File: config.mk
export PLATFORM = sky130hd
export DESIGN_NAME = axi_raddr_ch_flat
export DESIGN_NICKNAME = d
export VERILOG_FILES = /design/src/rtl/axi_raddr_ch_pkg.sv /design/src/rtl/axi_raddr_ch_if.sv /design/src/rtl/axi_raddr_ch_seg_lookup.sv /design/src/rtl/axi_raddr_ch.sv /design/src/flat_wrapper.sv
export SDC_FILE = /design/constraint.sdc
export NUM_CORES = 2
export LEC_CHECK = 0
export ABC_AREA = 1
export CAP_MARGIN = 20
export CELL_PAD_IN_SITES_DETAIL_PLACEMENT = 1
export CELL_PAD_IN_SITES_GLOBAL_PLACEMENT = 1
export CORE_MARGIN = 2
export CORE_UTILIZATION = 41
export CTS_CLUSTER_DIAMETER = 150
export DETAILED_ROUTE_END_ITERATION = 6
export PLACE_DENSITY = 0.81
export SLEW_MARGIN = 20
export SYNTH_ARGS = -nofsm -noshare
export SYNTH_HDL_FRONTEND = slang
export SYNTH_SLANG_ARGS = --single-unit
File: constraint.sdc
create_clock -name clk -period 15.75 [get_ports clk]
set_clock_uncertainty 0.2 [all_clocks]
set_input_delay 1.575 -clock clk [delete_from_list [all_inputs] [get_ports clk]]
set_output_delay 1.575 -clock clk [all_outputs]
set_load 0.01 [all_outputs]
File: src/rtl/axi_raddr_ch_pkg.sv
// Shared types and constants for the RAB MMU address channels.
// Holds response/burst codes, channel states and segment entries.
package axi_rab_pkg;

  localparam int RAB_ADDR_WID = 32;

  localparam logic [1:0] RESP_OKAY   = 2'b00;
  localparam logic [1:0] RESP_SLVERR = 2'b10;
  localparam logic [1:0] RESP_DECERR = 2'b11;

  localparam logic [1:0] BURST_FIXED = 2'b00;
  localparam logic [1:0] BURST_INCR  = 2'b01;
  localparam logic [1:0] BURST_WRAP  = 2'b10;

  typedef enum logic [1:0] {
    ST_IDLE,
    ST_XLATE,
    ST_ISSUE,
    ST_FAULT
  } rd_state_e;

  typedef struct packed {
    logic                    valid;
    logic [RAB_ADDR_WID-1:0] vbase;
    logic [RAB_ADDR_WID-1:0] vlimit;
    logic [RAB_ADDR_WID-1:0] pbase;
  } seg_entry_t;

  // Only FIXED and INCR bursts are translated; WRAP and reserved fault.
  function automatic logic burst_ok(input logic [1:0] b);
    return (b == BURST_FIXED) || (b == BURST_INCR);
  endfunction

endpackage

File: src/rtl/axi_raddr_ch_if.sv
// Bus bundle of the read-address channel: config, app AR, memory AR,
// fault response and completion/outstanding signals.
interface axi_raddr_ch_if #(
  parameter int ADDR_WID    = 32,
  parameter int ID_WID      = 8,
  parameter int USER_WID    = 2,
  parameter int DATA_WID    = 32,
  parameter int SEG_IDX_WID = 2,
  parameter int CNT_WID     = 5
);

  logic                   cfg_we;
  logic [SEG_IDX_WID-1:0] cfg_idx;
  logic                   cfg_valid;
  logic [ADDR_WID-1:0]    cfg_vbase;
  logic [ADDR_WID-1:0]    cfg_vlimit;
  logic [ADDR_WID-1:0]    cfg_pbase;

  logic [ID_WID-1:0]      in_arid;
  logic [ADDR_WID-1:0]    in_araddr;
  logic [7:0]             in_arlen;
  logic [2:0]             in_arsize;
  logic [1:0]             in_arburst;
  logic [USER_WID-1:0]    in_aruser;
  logic                   in_arvalid;
  logic                   out_arready;

  logic [ID_WID-1:0]      out_arid;
  logic [ADDR_WID-1:0]    out_araddr;
  logic [7:0]             out_arlen;
  logic [2:0]             out_arsize;
  logic [1:0]             out_arburst;
  logic [USER_WID-1:0]    out_aruser;
  logic                   out_marvalid;
  logic                   in_marready;

  logic [ID_WID-1:0]      out_fid;
  logic [DATA_WID-1:0]    out_fdata;
  logic [1:0]             out_fresp;
  logic [USER_WID-1:0]    out_fuser;
  logic                   out_flast;
  logic                   out_fvalid;
  logic                   in_fready;

  logic                   in_rdone;
  logic [CNT_WID-1:0]     out_outst;

  modport slave (
    input  cfg_we, cfg_idx, cfg_valid, cfg_vbase, cfg_vlimit, cfg_pbase,
    input  in_arid, in_araddr, in_arlen, in_arsize, in_arburst,
    input  in_aruser, in_arvalid,
    output out_arready,
    output out_arid, out_araddr, out_arlen, out_arsize, out_arburst,
    output out_aruser, out_marvalid,
    input  in_marready,
    output out_fid, out_fdata, out_fresp, out_fuser, out_flast,
    output out_fvalid,
    input  in_fready, in_rdone,
    output out_outst
  );

  modport master (
    output cfg_we, cfg_idx, cfg_valid, cfg_vbase, cfg_vlimit, cfg_pbase,
    output in_arid, in_araddr, in_arlen, in_arsize, in_arburst,
    output in_aruser, in_arvalid,
    input  out_arready,
    input  out_arid, out_araddr, out_arlen, out_arsize, out_arburst,
    input  out_aruser, out_marvalid,
    output in_marready,
    input  out_fid, out_fdata, out_fresp, out_fuser, out_flast,
    input  out_fvalid,
    output in_fready, in_rdone,
    input  out_outst
  );

endinterface

File: src/rtl/axi_raddr_ch_seg_lookup.sv
// Combinational segment-table lookup, shared by the AR and AW channels.
// Lowest-index hit wins; paddr is relative to the winning segment.
module rab_seg_lookup
  import axi_rab_pkg::*;
#(
  parameter int ADDR_WID    = RAB_ADDR_WID,
  parameter int SEG_NUM     = 4,
  parameter int SEG_IDX_WID = 2
) (
  input  seg_entry_t [SEG_NUM-1:0] tbl_i,
  input  logic [ADDR_WID-1:0]      addr_i,
  input  logic [ADDR_WID:0]        end_i,
  output logic                     hit_o,
  output logic [SEG_IDX_WID-1:0]   idx_o,
  output logic                     carry_o,
  output logic [ADDR_WID-1:0]      paddr_o
);

  // Scan high to low so the lowest matching index is the last writer.
  always_comb begin
    hit_o   = 1'b0;
    idx_o   = '0;
    paddr_o = '0;
    carry_o = end_i[ADDR_WID];
    for (int i = SEG_NUM - 1; i >= 0; i--) begin
      if (tbl_i[i].valid &&
          (tbl_i[i].vbase <= addr_i) &&
          (end_i[ADDR_WID-1:0] <= tbl_i[i].vlimit) &&
          !end_i[ADDR_WID]) begin
        hit_o   = 1'b1;
        idx_o   = SEG_IDX_WID'(i);
        paddr_o = addr_i - tbl_i[i].vbase + tbl_i[i].pbase;
      end
    end
  end

endmodule

File: src/rtl/axi_raddr_ch.sv
// Read-address channel of the RAB MMU: translates AR requests, forwards
// hits to memory, answers faults locally, throttles outstanding reads.
module axi_raddr_ch
  import axi_rab_pkg::*;
#(
  parameter int ADDR_WID    = RAB_ADDR_WID,
  parameter int ID_WID      = 8,
  parameter int USER_WID    = 2,
  parameter int DATA_WID    = 32,
  parameter int SEG_NUM     = 4,
  parameter int SEG_IDX_WID = 2,
  parameter int MAX_OUTST   = 16
) (
  input logic           clk,
  input logic           reset,
  axi_raddr_ch_if.slave bus
);

  localparam int CNT_WID = $clog2(MAX_OUTST + 1);
  localparam int AW1     = ADDR_WID + 1;
  localparam logic [CNT_WID-1:0] CNT_MAX = CNT_WID'(MAX_OUTST);

  rd_state_e state_q, state_d;

  seg_entry_t [SEG_NUM-1:0] tbl_q;

  logic [ID_WID-1:0]   id_q, id_d;
  logic [ADDR_WID-1:0] addr_q, addr_d;
  logic [7:0]          len_q, len_d;
  logic [2:0]          size_q, size_d;
  logic [1:0]          burst_q, burst_d;
  logic [USER_WID-1:0] user_q, user_d;

  logic [ADDR_WID-1:0] maddr_q, maddr_d;
  logic                mvalid_q, mvalid_d;

  logic [1:0]          fresp_q, fresp_d;
  logic                flast_q, flast_d;
  logic                fvalid_q, fvalid_d;
  logic [7:0]          beat_q, beat_d;

  logic [CNT_WID-1:0]  cnt_q, cnt_d;
  logic                arready_q, arready_d;

  logic [AW1-1:0]         span;
  logic [AW1-1:0]         end_sum;
  logic                   lk_hit;
  logic                   lk_carry;
  logic                   lk_ok;
  logic [SEG_IDX_WID-1:0] lk_idx;
  logic [ADDR_WID-1:0]    lk_paddr;
  logic                   inc;
  logic                   dec;

  // Byte span of the latched burst and its exclusive end address.
  always_comb begin
    if (burst_q == BURST_FIXED) begin
      span = AW1'(1) << size_q;
    end else begin
      span = (AW1'(len_q) + AW1'(1)) << size_q;
    end
    end_sum = {1'b0, addr_q} + span;
  end

  rab_seg_lookup #(
    .ADDR_WID    (ADDR_WID),
    .SEG_NUM     (SEG_NUM),
    .SEG_IDX_WID (SEG_IDX_WID)
  ) u_lookup (
    .tbl_i   (tbl_q),
    .addr_i  (addr_q),
    .end_i   (end_sum),
    .hit_o   (lk_hit),
    .idx_o   (lk_idx),
    .carry_o (lk_carry),
    .paddr_o (lk_paddr)
  );

  assign lk_ok = lk_hit && !lk_carry && tbl_q[lk_idx].valid;

  // Outstanding count: issue and completion in one cycle cancel out.
  always_comb begin
    inc   = mvalid_q && bus.in_marready;
    dec   = bus.in_rdone && (cnt_q != '0);
    cnt_d = cnt_q;
    if (inc && !dec) begin
      cnt_d = cnt_q + 1'b1;
    end else if (dec && !inc) begin
      cnt_d = cnt_q - 1'b1;
    end
  end

  // Next state, field latching, issue and fault-beat sequencing.
  always_comb begin
    state_d  = state_q;
    id_d     = id_q;
    addr_d   = addr_q;
    len_d    = len_q;
    size_d   = size_q;
    burst_d  = burst_q;
    user_d   = user_q;
    maddr_d  = maddr_q;
    mvalid_d = mvalid_q;
    fresp_d  = fresp_q;
    flast_d  = flast_q;
    fvalid_d = fvalid_q;
    beat_d   = beat_q;
    unique case (state_q)
      ST_IDLE: begin
        if (bus.in_arvalid && arready_q) begin
          id_d    = bus.in_arid;
          addr_d  = bus.in_araddr;
          len_d   = bus.in_arlen;
          size_d  = bus.in_arsize;
          burst_d = bus.in_arburst;
          user_d  = bus.in_aruser;
          state_d = ST_XLATE;
        end
      end
      ST_XLATE: begin
        if (burst_ok(burst_q) && lk_ok) begin
          maddr_d  = lk_paddr;
          mvalid_d = 1'b1;
          state_d  = ST_ISSUE;
        end else begin
          fresp_d  = burst_ok(burst_q) ? RESP_DECERR : RESP_SLVERR;
          fvalid_d = 1'b1;
          flast_d  = (len_q == 8'd0);
          beat_d   = len_q;
          state_d  = ST_FAULT;
        end
      end
      ST_ISSUE: begin
        if (bus.in_marready) begin
          mvalid_d = 1'b0;
          state_d  = ST_IDLE;
        end
      end
      ST_FAULT: begin
        if (bus.in_fready) begin
          if (beat_q == 8'd0) begin
            fvalid_d = 1'b0;
            flast_d  = 1'b0;
            state_d  = ST_IDLE;
          end else begin
            beat_d  = beat_q - 8'd1;
            flast_d = (beat_q == 8'd1);
          end
        end
      end
      default: state_d = ST_IDLE;
    endcase
    arready_d = (state_d == ST_IDLE) && (cnt_d < CNT_MAX);
  end

  // FSM state register.
  always_ff @(posedge clk or posedge reset) begin
    if (reset) begin
      state_q <= ST_IDLE;
    end else begin
      state_q <= state_d;
    end
  end

  // Latched request, memory AR and fault-beat registers.
  always_ff @(posedge clk or posedge reset) begin
    if (reset) begin
      id_q      <= '0;
      addr_q    <= '0;
      len_q     <= '0;
      size_q    <= '0;
      burst_q   <= '0;
      user_q    <= '0;
      maddr_q   <= '0;
      mvalid_q  <= 1'b0;
      fresp_q   <= RESP_OKAY;
      flast_q   <= 1'b0;
      fvalid_q  <= 1'b0;
      beat_q    <= '0;
      arready_q <= 1'b0;
    end else begin
      id_q      <= id_d;
      addr_q    <= addr_d;
      len_q     <= len_d;
      size_q    <= size_d;
      burst_q   <= burst_d;
      user_q    <= user_d;
      maddr_q   <= maddr_d;
      mvalid_q  <= mvalid_d;
      fresp_q   <= fresp_d;
      flast_q   <= flast_d;
      fvalid_q  <= fvalid_d;
      beat_q    <= beat_d;
      arready_q <= arready_d;
    end
  end

  // Outstanding-read counter.
  always_ff @(posedge clk or posedge reset) begin
    if (reset) begin
      cnt_q <= '0;
    end else begin
      cnt_q <= cnt_d;
    end
  end

  // Segment table; a lookup in the write cycle still sees old contents.
  always_ff @(posedge clk or posedge reset) begin
    if (reset) begin
      tbl_q <= '0;
    end else if (bus.cfg_we) begin
      tbl_q[bus.cfg_idx] <= '{
        valid:  bus.cfg_valid,
        vbase:  bus.cfg_vbase,
        vlimit: bus.cfg_vlimit,
        pbase:  bus.cfg_pbase
      };
    end
  end

  assign bus.out_arready  = arready_q;
  assign bus.out_arid     = id_q;
  assign bus.out_araddr   = maddr_q;
  assign bus.out_arlen    = len_q;
  assign bus.out_arsize   = size_q;
  assign bus.out_arburst  = burst_q;
  assign bus.out_aruser   = user_q;
  assign bus.out_marvalid = mvalid_q;
  assign bus.out_fid      = id_q;
  assign bus.out_fdata    = {DATA_WID{1'b0}};
  assign bus.out_fresp    = fresp_q;
  assign bus.out_fuser    = user_q;
  assign bus.out_flast    = flast_q;
  assign bus.out_fvalid   = fvalid_q;
  assign bus.out_outst    = cnt_q;

endmodule

File: src/flat_wrapper.sv
// flat-port wrapper written by rule: the top's interface ports become plain ports
module axi_raddr_ch_flat import axi_rab_pkg::*;
#(
  parameter int ADDR_WID    = RAB_ADDR_WID,
  parameter int ID_WID      = 8,
  parameter int USER_WID    = 2,
  parameter int DATA_WID    = 32,
  parameter int SEG_NUM     = 4,
  parameter int SEG_IDX_WID = 2,
  parameter int MAX_OUTST   = 16
)
  (clk, reset, bus_cfg_we, bus_cfg_idx, bus_cfg_valid, bus_cfg_vbase, bus_cfg_vlimit, bus_cfg_pbase, bus_in_arid, bus_in_araddr, bus_in_arlen, bus_in_arsize, bus_in_arburst, bus_in_aruser, bus_in_arvalid, bus_out_arready, bus_out_arid, bus_out_araddr, bus_out_arlen, bus_out_arsize, bus_out_arburst, bus_out_aruser, bus_out_marvalid, bus_in_marready, bus_out_fid, bus_out_fdata, bus_out_fresp, bus_out_fuser, bus_out_flast, bus_out_fvalid, bus_in_fready, bus_in_rdone, bus_out_outst);
  axi_raddr_ch_if #(.ADDR_WID(ADDR_WID), .ID_WID(ID_WID), .USER_WID(USER_WID), .DATA_WID(DATA_WID), .SEG_IDX_WID(SEG_IDX_WID)) bus_i ();
  input logic clk;
  input logic reset;
  input wire logic [$bits(bus_i.cfg_we)-1:0] bus_cfg_we;
  input wire logic [$bits(bus_i.cfg_idx)-1:0] bus_cfg_idx;
  input wire logic [$bits(bus_i.cfg_valid)-1:0] bus_cfg_valid;
  input wire logic [$bits(bus_i.cfg_vbase)-1:0] bus_cfg_vbase;
  input wire logic [$bits(bus_i.cfg_vlimit)-1:0] bus_cfg_vlimit;
  input wire logic [$bits(bus_i.cfg_pbase)-1:0] bus_cfg_pbase;
  input wire logic [$bits(bus_i.in_arid)-1:0] bus_in_arid;
  input wire logic [$bits(bus_i.in_araddr)-1:0] bus_in_araddr;
  input wire logic [$bits(bus_i.in_arlen)-1:0] bus_in_arlen;
  input wire logic [$bits(bus_i.in_arsize)-1:0] bus_in_arsize;
  input wire logic [$bits(bus_i.in_arburst)-1:0] bus_in_arburst;
  input wire logic [$bits(bus_i.in_aruser)-1:0] bus_in_aruser;
  input wire logic [$bits(bus_i.in_arvalid)-1:0] bus_in_arvalid;
  output wire logic [$bits(bus_i.out_arready)-1:0] bus_out_arready;
  output wire logic [$bits(bus_i.out_arid)-1:0] bus_out_arid;
  output wire logic [$bits(bus_i.out_araddr)-1:0] bus_out_araddr;
  output wire logic [$bits(bus_i.out_arlen)-1:0] bus_out_arlen;
  output wire logic [$bits(bus_i.out_arsize)-1:0] bus_out_arsize;
  output wire logic [$bits(bus_i.out_arburst)-1:0] bus_out_arburst;
  output wire logic [$bits(bus_i.out_aruser)-1:0] bus_out_aruser;
  output wire logic [$bits(bus_i.out_marvalid)-1:0] bus_out_marvalid;
  input wire logic [$bits(bus_i.in_marready)-1:0] bus_in_marready;
  output wire logic [$bits(bus_i.out_fid)-1:0] bus_out_fid;
  output wire logic [$bits(bus_i.out_fdata)-1:0] bus_out_fdata;
  output wire logic [$bits(bus_i.out_fresp)-1:0] bus_out_fresp;
  output wire logic [$bits(bus_i.out_fuser)-1:0] bus_out_fuser;
  output wire logic [$bits(bus_i.out_flast)-1:0] bus_out_flast;
  output wire logic [$bits(bus_i.out_fvalid)-1:0] bus_out_fvalid;
  input wire logic [$bits(bus_i.in_fready)-1:0] bus_in_fready;
  input wire logic [$bits(bus_i.in_rdone)-1:0] bus_in_rdone;
  output wire logic [$bits(bus_i.out_outst)-1:0] bus_out_outst;
  assign bus_i.cfg_we = bus_cfg_we;
  assign bus_i.cfg_idx = bus_cfg_idx;
  assign bus_i.cfg_valid = bus_cfg_valid;
  assign bus_i.cfg_vbase = bus_cfg_vbase;
  assign bus_i.cfg_vlimit = bus_cfg_vlimit;
  assign bus_i.cfg_pbase = bus_cfg_pbase;
  assign bus_i.in_arid = bus_in_arid;
  assign bus_i.in_araddr = bus_in_araddr;
  assign bus_i.in_arlen = bus_in_arlen;
  assign bus_i.in_arsize = bus_in_arsize;
  assign bus_i.in_arburst = bus_in_arburst;
  assign bus_i.in_aruser = bus_in_aruser;
  assign bus_i.in_arvalid = bus_in_arvalid;
  assign bus_out_arready = bus_i.out_arready;
  assign bus_out_arid = bus_i.out_arid;
  assign bus_out_araddr = bus_i.out_araddr;
  assign bus_out_arlen = bus_i.out_arlen;
  assign bus_out_arsize = bus_i.out_arsize;
  assign bus_out_arburst = bus_i.out_arburst;
  assign bus_out_aruser = bus_i.out_aruser;
  assign bus_out_marvalid = bus_i.out_marvalid;
  assign bus_i.in_marready = bus_in_marready;
  assign bus_out_fid = bus_i.out_fid;
  assign bus_out_fdata = bus_i.out_fdata;
  assign bus_out_fresp = bus_i.out_fresp;
  assign bus_out_fuser = bus_i.out_fuser;
  assign bus_out_flast = bus_i.out_flast;
  assign bus_out_fvalid = bus_i.out_fvalid;
  assign bus_i.in_fready = bus_in_fready;
  assign bus_i.in_rdone = bus_in_rdone;
  assign bus_out_outst = bus_i.out_outst;
  axi_raddr_ch #(.ADDR_WID(ADDR_WID), .ID_WID(ID_WID), .USER_WID(USER_WID), .DATA_WID(DATA_WID), .SEG_NUM(SEG_NUM), .SEG_IDX_WID(SEG_IDX_WID), .MAX_OUTST(MAX_OUTST)) u_core (.clk(clk), .reset(reset), .bus(bus_i));
endmodule
==> metrics.yaml <==
setup_path:
  worstSetupPathType: "flop to flop"
  crit_top_cell: "nand2_1"
  max_stage_delay_ns: 0.64
  end_kind: "flop"
  rrSetupSlack_ns: 7.90
  slowest_stage: "inv_2"
  r2r_end: "u_core.bus.out_araddr[16]"
  cp_data_required_time_ns: 16.15
  critPathMaxFanout: 46
  worst_setup_path_start_kind: "flop"
  ff2ff_path_depth: 36
  arrival_ns: 8.24
  r2r_start: "u_core.bus.out_arlen[0]"
clock_tree:
  root_buffer: "clkbuf_16"
  ctsResizeCount: 0
  cts_setup_buffers: 0
  clock-sinks: 496
  clockBufferDepth: 3
  cts_tree: "done"
  cts.clk_slew.worst_paths_ns: 0.06
  cts_hold_buf: 0
  cts_buffers: 58
  clock_latency_ns: 0.71
  h-tree-depth: 2
floorplan:
  start_util: 0.414
  die_h_um: 311
  die_area_um2: 97000
  ios: 269
  rows: 112
  dieWidth_um: 311
  core-area_um2: 93500
global_routing:
  grt_start_max_net_pins: 102
  grt.overflow.total: 0
  antenna_found_initial: 1
  grt_pass1_vias: 37700
  grt_pass1_wl_um: 224000
  grt_usage: 0.296
synthesis:
  syn_inst: 5187
  yosys-top-cells-area: "dfrtp_1 (32%), ha_1 (13%), nand2_1 (12%)"
  syn_area_um2: 38700
  ys_types: 53
  seq_area_frac_synth: 0.320
  syn_avg_cell_area_um2: 7.47
  ys_ff_latch: 496
  synth_edf_count: 0
  yosysMostFrequentCell: "nand2_1"
  yosys-top-cells-count: "nand2_1 (1247), inv_1 (914), o21ai_0 (570)"
  yosysTopAreaCell: "dfrtp_1"
  ys.flop_type: "dfrtp_1"
  ys_async_sr_fraction: 1.00
  ys_warn_count: 0
  synth_top_area_share: 0.320
sta:
  setup_violations: 0
  final_hold_viol_count: 0
  fin_crit_ns: 7.85
  slew_violations: 0
  fin_crit_sh: 0.498
  fmax_mhz: 127
  rsz0062_at_grt: "no"
  fin_ws_ns: 7.90
  relSlewSlack: 0.282
  max_slew.worst_pin.slew_ns: 1.08
  fin_tns_setup_ns: 0
hold_path:
  hold_path_end: "u_core.bus.out_fresp[1]"
  min_from: "u_core.bus.out_fresp[1]"
  min-delay-path-class: "flop to flop"
  holdPathStages: 2
place:
  finalWeightedCongestion: 0.977
  place_area_um2: 42200
  detailed_place_hpwl_um: 116000
  place_ws_ns: 8.05
  io_buffer_count: 236
drt:
  wl_um: 144000
  wl_per_cell_um: 21.6
  final_antenna_net_count: 0
  avgViaCountPerCell: 5.30
  route.detailed.drc: 0
  drtIter0Drc: 2384
  dr.pass1.iters: 5
  via_count: 35400
final_layout:
  diodes: 0
  drive_above_1_share: 0.0312
  syn_to_final_growth_pct: 14.6
  utilization: 0.475
  design_area_um2: 44400
  nNetsFinal: 6070
flow_run:
  cap_violations: 0
run_status:
  outcome: "finished, final reports clean"
==> cell type report <==
| cell class | count | area [um^2] |
|---|---|---|
| clock buffers | 75 | 1590 |
| flip-flops and latches | 496 | 12400 |
| multi-input cells | 3633 | 22200 |
| well taps | 1254 | 1570 |
| fillers | 11700 | 49100 |
| clock inverters | 30 | 541 |
| inverters | 921 | 3460 |
| repair buffers | 266 | 2600 |
==> sequential cells by signal (all words and copies together), names as in the netlist <==
signal / cells
u_core.bus.out_marvalid: 1
u_core.addr_q: 32
u_core.bus.out_outst: 5
u_core.bus.out_arsize: 3
u_core.bus.out_flast: 1
u_core.state_q: 2
u_core.bus.out_arid: 8
u_core.bus.out_fresp: 2
u_core.bus.out_fvalid: 1
u_core.bus.out_arburst: 2
u_core.bus.out_aruser: 2
u_core.bus.out_arlen: 8
u_core.bus.out_arready: 1
u_core.tbl_q: 388
u_core.beat_q: 8
u_core.bus.out_araddr: 32
==> worst max-delay path: cells and delay by family (launching register included) <==
kind,cells,cell delay (ns)
muxes,1,0.15
adders and majority gates,2,0.73
and+or+nand+nor,20,3.70
xor gates and xnor gates,1,0.38
buffers and inverters,5,0.98
DFF,1,0.40
AOI/OAI and AO/OA,7,1.10
==> layout by cell type (no fill, tap or decap), types with 6 or more instances in the layout <==
cell and count:
a21boi_0 6, conb_1 32, clkbuf_8 7, xnor2_1 40, a21o_1 19, clkbuf_1 10, nand2_1 1245, clkinv_2 9
nand3_1 119, o21bai_1 22, bufinv_16 12, o21ai_1 15, dfrtp_1 496, nor3_1 42, nor2_1 344, xor2_1 85
inv_2 6, ha_1 408, o21a_1 24, mux2_2 12, a31oi_1 14, o21ai_0 570, clkbuf_16 58, clkdlybuf4s50_1 236
nor4_1 6, mux2i_1 7, nand4_1 69, fa_1 125, a21oi_1 364, inv_1 912, buf_4 29, clkinvlp_4 6
and2_1 8
==> worst max path at each step <==
stage	start	endpoint	slack, ns	cells past startpoint
2_1_floorplan	reset	u_core.addr_q[0]	0.13	1
3_3_place_gp	u_core.bus.out_arlen[0]	u_core.bus.out_araddr[20]	8.16	34
3_5_place_dp	u_core.bus.out_arlen[0]	u_core.bus.out_araddr[16]	8.05	36
4_1_cts	u_core.bus.out_arlen[0]	u_core.bus.out_araddr[16]	7.97	36
5_1_grt	u_core.bus.out_arlen[0]	u_core.bus.out_araddr[20]	7.08	36
6_report	u_core.bus.out_arlen[0]	u_core.bus.out_araddr[16]	7.90	36
==> cells by family after synthesis <==
| logic type | share of synthesized area |
|---|---|
| AO/OA/AOI/OAI | 0.144 |
| XOR/XNOR | 0.0283 |
| adder cells (fa/ha/maj) | 0.196 |
| buffers and inverters | 0.111 |
| flip-flops | 0.320 |
| multiplexers | 0.00530 |
| other | 0.0000968 |
| AND/OR/NAND/NOR | 0.195 |
==> metrics by stage <==
stage / std cells / hold WS (ns)
after global placement: 6569 / 0.253
after CTS: 6674 / 0.278
final: 6675 / 0.272
after global routing: 6675 / 0.304
after detailed placement: 6569 / 0.262
after floorplan: 5218 / 0.246
==> per-layer routing <==
layer  wire length, um  track usage
met1             64900        0.394
met5                13            0
met4              6040        0.115
met3              5430       0.0262
met2             67900        0.498
Power is not shown: default switching activity piles up to over one toggle a cycle in this logic, so the estimate is an artifact.
